### src/rtl/ps2_host_tx.sv
`default_nettype none
// ============================================================================
// Module      : ps2_host_tx
// Description : PS/2 host-to-device transmitter. Inhibits the bus, issues a
//               request-to-send, shifts a command byte out on device clock
//               falls, checks the device ACK and guards with a watchdog.
// Revision    : 1.0 - initial release
// ============================================================================
module ps2_host_tx #(
  parameter int CLK_INHIBIT_CYCLES = 5000,
  parameter int TIMEOUT_CYCLES     = 100000
) (
  input  logic       clk,
  input  logic       reset,
  input  logic       ps2_clk,
  input  logic       ps2_data,
  output logic       ps2_clk_oe,
  output logic       ps2_data_oe,
  input  logic [7:0] tx_data,
  input  logic       tx_valid,
  output logic       tx_ready,
  output logic       busy,
  output logic       done,
  output logic       err_ack,
  output logic       err_timeout
);

  localparam int c_INH_W = $clog2(CLK_INHIBIT_CYCLES + 1);
  localparam int c_WD_W  = $clog2(TIMEOUT_CYCLES + 1);
  localparam logic [c_INH_W-1:0] c_INH_LAST = c_INH_W'(CLK_INHIBIT_CYCLES - 1);
  localparam logic [c_WD_W-1:0]  c_WD_MAX   = c_WD_W'(TIMEOUT_CYCLES);

  typedef enum logic [2:0] {
    S_IDLE    = 3'd0,
    S_INHIBIT = 3'd1,
    S_RTS     = 3'd2,
    S_SEND    = 3'd3,
    S_ACK     = 3'd4,
    S_RELEASE = 3'd5
  } state_t;

  state_t               r_state;
  state_t               w_state_next;
  logic [2:0]           r_clk_sync;
  logic [1:0]           r_data_sync;
  logic [9:0]           r_shift;
  logic [3:0]           r_bit_cnt;
  logic [c_INH_W-1:0]   r_inh_cnt;
  logic [c_WD_W-1:0]    r_wdog;
  logic                 r_data_oe;
  logic                 w_fall;
  logic                 w_data_s;
  logic                 w_active;
  logic                 w_timeout;
  logic                 w_inh_last;
  logic                 w_done;
  logic                 w_err_ack;

  assign w_fall     = r_clk_sync[2] & ~r_clk_sync[1];
  assign w_data_s   = r_data_sync[1];
  assign w_active   = (r_state == S_RTS) || (r_state == S_SEND) ||
                      (r_state == S_ACK) || (r_state == S_RELEASE);
  assign w_timeout  = w_active && (r_wdog == c_WD_MAX);
  assign w_inh_last = (r_state == S_INHIBIT) && (r_inh_cnt == c_INH_LAST);

  // Clock is pulled low only while inhibiting; data is pulled low for the
  // start bit from the last inhibit cycle, then follows the frame bits.
  // A watchdog abort releases data in the same cycle it is flagged.
  assign ps2_clk_oe  = (r_state == S_INHIBIT);
  assign ps2_data_oe = w_inh_last |
                       (((r_state == S_RTS) || (r_state == S_SEND)) & r_data_oe & ~w_timeout);
  assign tx_ready    = (r_state == S_IDLE);
  assign busy        = ~tx_ready;
  assign done        = w_done;
  assign err_ack     = w_err_ack;
  assign err_timeout = w_timeout;

  // State register
  always_ff @(posedge clk or posedge reset) begin
    if (reset) begin
      r_state <= S_IDLE;
    end else begin
      r_state <= w_state_next;
    end
  end

  // Next-state and completion pulses; a watchdog expiry overrides everything
  always_comb begin
    w_state_next = r_state;
    w_done       = 1'b0;
    w_err_ack    = 1'b0;
    case (r_state)
      S_IDLE:    if (tx_valid) w_state_next = S_INHIBIT;
      S_INHIBIT: if (r_inh_cnt == c_INH_LAST) w_state_next = S_RTS;
      S_RTS:     if (w_fall) w_state_next = S_SEND;
      S_SEND:    if (w_fall && (r_bit_cnt == 4'd9)) w_state_next = S_ACK;
      S_ACK: begin
        if (w_fall) begin
          if (w_data_s) begin
            w_err_ack    = 1'b1;
            w_state_next = S_IDLE;
          end else begin
            w_state_next = S_RELEASE;
          end
        end
      end
      S_RELEASE: begin
        if (r_clk_sync[1] && w_data_s) begin
          w_done       = 1'b1;
          w_state_next = S_IDLE;
        end
      end
      default:   w_state_next = S_IDLE;
    endcase
    if (w_timeout) begin
      w_state_next = S_IDLE;
      w_done       = 1'b0;
      w_err_ack    = 1'b0;
    end
  end

  // Pad synchronizers, frame shifter, inhibit counter and watchdog
  always_ff @(posedge clk or posedge reset) begin
    if (reset) begin
      r_clk_sync  <= 3'b111;
      r_data_sync <= 2'b11;
      r_shift     <= '0;
      r_bit_cnt   <= '0;
      r_inh_cnt   <= '0;
      r_wdog      <= '0;
      r_data_oe   <= 1'b0;
    end else begin
      r_clk_sync  <= {r_clk_sync[1:0], ps2_clk};
      r_data_sync <= {r_data_sync[0], ps2_data};

      case (r_state)
        S_IDLE: begin
          r_data_oe <= 1'b0;
          r_bit_cnt <= '0;
          r_inh_cnt <= '0;
          if (tx_valid) r_shift <= {1'b1, ~^tx_data, tx_data};
        end
        S_INHIBIT: begin
          r_inh_cnt <= r_inh_cnt + 1'b1;
          if (w_inh_last) r_data_oe <= 1'b1;
        end
        S_RTS, S_SEND: begin
          // Open-drain: a 0 bit is driven low, a 1 bit releases the line
          if (w_fall) begin
            r_data_oe <= ~r_shift[0];
            r_shift   <= {1'b0, r_shift[9:1]};
            r_bit_cnt <= (r_state == S_RTS) ? 4'd1 : (r_bit_cnt + 4'd1);
          end
        end
        default:   r_data_oe <= 1'b0;
      endcase

      // Watchdog restarts on entry to the active phase and on every fall
      if (!w_active || w_fall) begin
        r_wdog <= '0;
      end else if (r_wdog != c_WD_MAX) begin
        r_wdog <= r_wdog + 1'b1;
      end
    end
  end

endmodule
`default_nettype wire

### config.mk
export PLATFORM = sky130hd
export DESIGN_NAME = ps2_host_tx
export DESIGN_NICKNAME = d
export VERILOG_FILES = /design/src/rtl/ps2_host_tx.sv
export SDC_FILE = /design/constraint.sdc
export NUM_CORES = 1
export LEC_CHECK = 0
export CELL_PAD_IN_SITES_DETAIL_PLACEMENT = 1
export CELL_PAD_IN_SITES_GLOBAL_PLACEMENT = 1
export CORE_UTILIZATION = 25
export CTS_BUF_LIST = sky130_fd_sc_hd__clkbuf_16
export DETAILED_ROUTE_END_ITERATION = 10
export GPL_ROUTABILITY_DRIVEN = 0
export GPL_TIMING_DRIVEN = 0
export PLACE_DENSITY_LB_ADDON = 0.1
export SYNTH_ARGS = -nofsm -noshare
export SYNTH_HDL_FRONTEND = slang
export SYNTH_SLANG_ARGS = --single-unit
export TNS_END_PERCENT = 1
### constraint.sdc
create_clock -name clk -period 4.62 [get_ports clk]
set_input_delay 0.924 -clock clk [delete_from_list [all_inputs] [get_ports clk]]
set_output_delay 0.924 -clock clk [all_outputs]
set_load 0.01 [all_outputs]
==> results.sh <==
export IMPL_clock_sinks=53
export IMPL_fin_crit_sh_pct=79.90
export IMPL_skew_ns=0.006054
export IMPL_cts_tree="built"
export IMPL_synth_area_sq_mm=0.002932
export IMPL_rsz0062_at_grt="false"
export IMPL_grt_overflow=0
export IMPL_row_count=39
export IMPL_arrival_ns=2.77
export IMPL_slew_violations=0
export IMPL_postSynthCellCount=301
export IMPL_drt_first_iter_violations=86
export IMPL_hold_viol_final=0
export IMPL_grt_pass1_wl_um=12130
export IMPL_layout_nets=348
export IMPL_cap_viol_max_count=0
export IMPL_r2r_setup_slack_ns=2.55
export IMPL_clockBufferDepth=2
export IMPL_antennaDiodeCount=0
export IMPL_h_tree_depth=2
export IMPL_clkTransAtPathRegs_ns=0.07
export IMPL_synth_warnings=0
export IMPL_coreArea_sq_mm=0.01142
export IMPL_track_usage_pct=13.21
export IMPL_antenna_found_initial=0
export IMPL_outcome="completed"
export IMPL_worstSetupPathType="flip-flop to output port"
export IMPL_synth_top_cells_by_count="dfrtp_1 (48), nor2_1 (28), nand2_1 (25)"
export IMPL_worstSetupStartpointType="flip-flop"
export IMPL_cp_required_ns=3.70
export IMPL_drc_errors=0
export IMPL_ys_seq_area_share_pct=45.45
export IMPL_yosys_area_top_type_share_pct=40.97
export IMPL_ys_ff_latch=53
export IMPL_setup_viol=0
export IMPL_num_vias=2241
export IMPL_yosysMostFrequentCell="dfrtp_1"
export IMPL_ioPinCount=20
export IMPL_drive_gt1_share_pct=10.03
export IMPL_postCtsSetupRepairBufs=0
export IMPL_hold_buffers=0
export IMPL_synthDistinctLibCells=58
export IMPL_io_buffers=19
export IMPL_cts_resized=0
export IMPL_wl_per_cell_um=15.29
export IMPL_synth_area_leader_cell="dfrtp_1"
export IMPL_grt_max_degree=32
export IMPL_p_leak_nw=1.353
export IMPL_start_util_pct=25.67
export IMPL_max_freq_ghz=0.2709
export IMPL_crit_path_end_kind="output port"
export IMPL_cts_buffers=5
export IMPL_hold_class="flip-flop to flip-flop"
export IMPL_layout_min_cycle_time_ns=3.692
export IMPL_die_area_sq_mm=0.01216
export IMPL_die_h_um=110.3
export IMPL_stdcell_count=472
export IMPL_via_per_inst=4.748
export IMPL_synth_edf_count=0
export IMPL_critPathMaxFanout=10
export IMPL_worst_slew_pin_slew_ns=0.6973
export IMPL_powerDensity_mw_per_mm2=258.7
export IMPL_routed_wl_um=7219
export IMPL_ant_nets=0
export IMPL_fp_dieW_um=110.3
export IMPL_synth_area_leaders="dfrtp_1 (41%), dfstp_2 (4.5%), xnor2_1 (4.5%), mux2i_1 (4.1%), a21oi_1 (3.6%)"
export IMPL_ys_flop_type="dfrtp_1"
export IMPL_vdd_ir_drop_max_uv=125.0
export IMPL_maxSlewHeadroom_pct=53.45
export IMPL_dp_hpwl_um=5074
export IMPL_cts_root_buf="clkbuf_16"
export IMPL_drt_pass1_iter_count=4
export IMPL_clock_latency_ns=0.30
export IMPL_fin_setup_tns_ns=0
export IMPL_syn_to_final_growth_pct=17.93
export IMPL_dpl_cell_count=464
export IMPL_synth_fp_nets=321
export IMPL_syn_area_per_cell_sq_um=9.739
export IMPL_synth_async_reset_ratio_pct=100.0
export IMPL_grt_pass1_vias=2392
[cells in the final DEF, fill, tap and decap left out, types with 3 or more instances in the layout]
cell / n
clkdlybuf4s50_1: 19
dfrtp_1: 48
o31ai_1: 9
and2_1: 3
or4_1: 5
nand4_1: 7
inv_1: 14
nor2_1: 28
clkbuf_16: 5
o21a_1: 4
clkbuf_1: 5
a21oi_1: 21
nor3_1: 6
nor4_1: 7
nand2_1: 25
a21o_1: 3
xor2_1: 7
ha_1: 7
xnor2_1: 15
o21ai_0: 11
mux2i_1: 12
nand3_1: 13
dfstp_2: 5
nor4b_1: 3
[logic make-up (layout without fill, tap and decap cells)]
kind of cell    after synthesis  in the layout  synth area share, %
simple gates                125            125                24.03
compound gates               58             58                12.97
flops                        53             53                45.45
buf+inv                      24             52                3.884
xor+xnor                     22             22                6.573
mux                          12             12                4.097
fa+ha+maj                     7              7                2.987
[layout make-up]
type	instances	area (sq um)
fillers	1348	7961
multi-input cells	224	1485
flip-flops and latches	53	1333
repair buffers	20	210.2
well taps	143	178.9
clock buffers	5	125.1
plain buffers	10	61.31
inverters	14	52.55
clock inverters	3	11.26
[worst max-delay path: stages, from the launching register on]
cell	delay (ns)
dfrtp_1	0.37
buf_6	0.14
inv_1	0.14
ha_1	0.16
buf_2	0.22
buf_1	0.56
nand2_1	0.13
o21bai_1	0.19
clkdlybuf4s50_1	0.56
[power breakdown]
group	leakage, nW	switching (mW)	internal (mW)
clock network	0.0738	0.171	0.196
logic	0.598	0.0255	0.0232
registers	0.682	0.00477	0.474
[stage by stage]
stage	cell area, sq um	total power [mW]	hold slack (ns)	utilization [%]	setup slack [ns]
final	3457	0.8944	0.3581	30.28	0.9284
after global routing	3457	0.9393	0.3645	30.28	0.6991
after CTS	3457	0.9235	0.3563	30.28	0.8278
after detailed placement	3321	0.5384	0.3516	29.08	1.162
after global placement	3301	0.5358	0.3489	28.91	1.084
after floorplan	2932	0.5136	0.3452	-	2.072
[per-layer routing]
metal | vias up | global-route usage, % | share of wire [%]
met5 | - | 0 | 0
met4 | 0 | 4.511 | 1.4
met3 | 7 | 2.469 | 2.5
met2 | 22 | 20.98 | 44
met1 | 1090 | 17.92 | 53
li1 | 1122 | - | -
[state kept, by name (all words and copies together) (netlist names)]
name	cells
r_wdog	17
r_inh_cnt	13
r_shift	10
r_bit_cnt	4
r_clk_sync	3
r_state	3
r_data_sync	2
r_data_oe	1
[final timing paths]
check,startpoint,endpoint,depth (start not counted)
max,r_state[2],ps2_data_oe,8
min,r_clk_sync[0],r_clk_sync[1],0
max reg2reg,r_state[2],r_shift[2],7
min reg2reg,r_clk_sync[0],r_clk_sync[1],0
max in group asynchronous,reset,r_clk_sync[2],3
min in group asynchronous,reset,r_inh_cnt[10],2
Note: power is estimated with default switching activity, not from simulation.
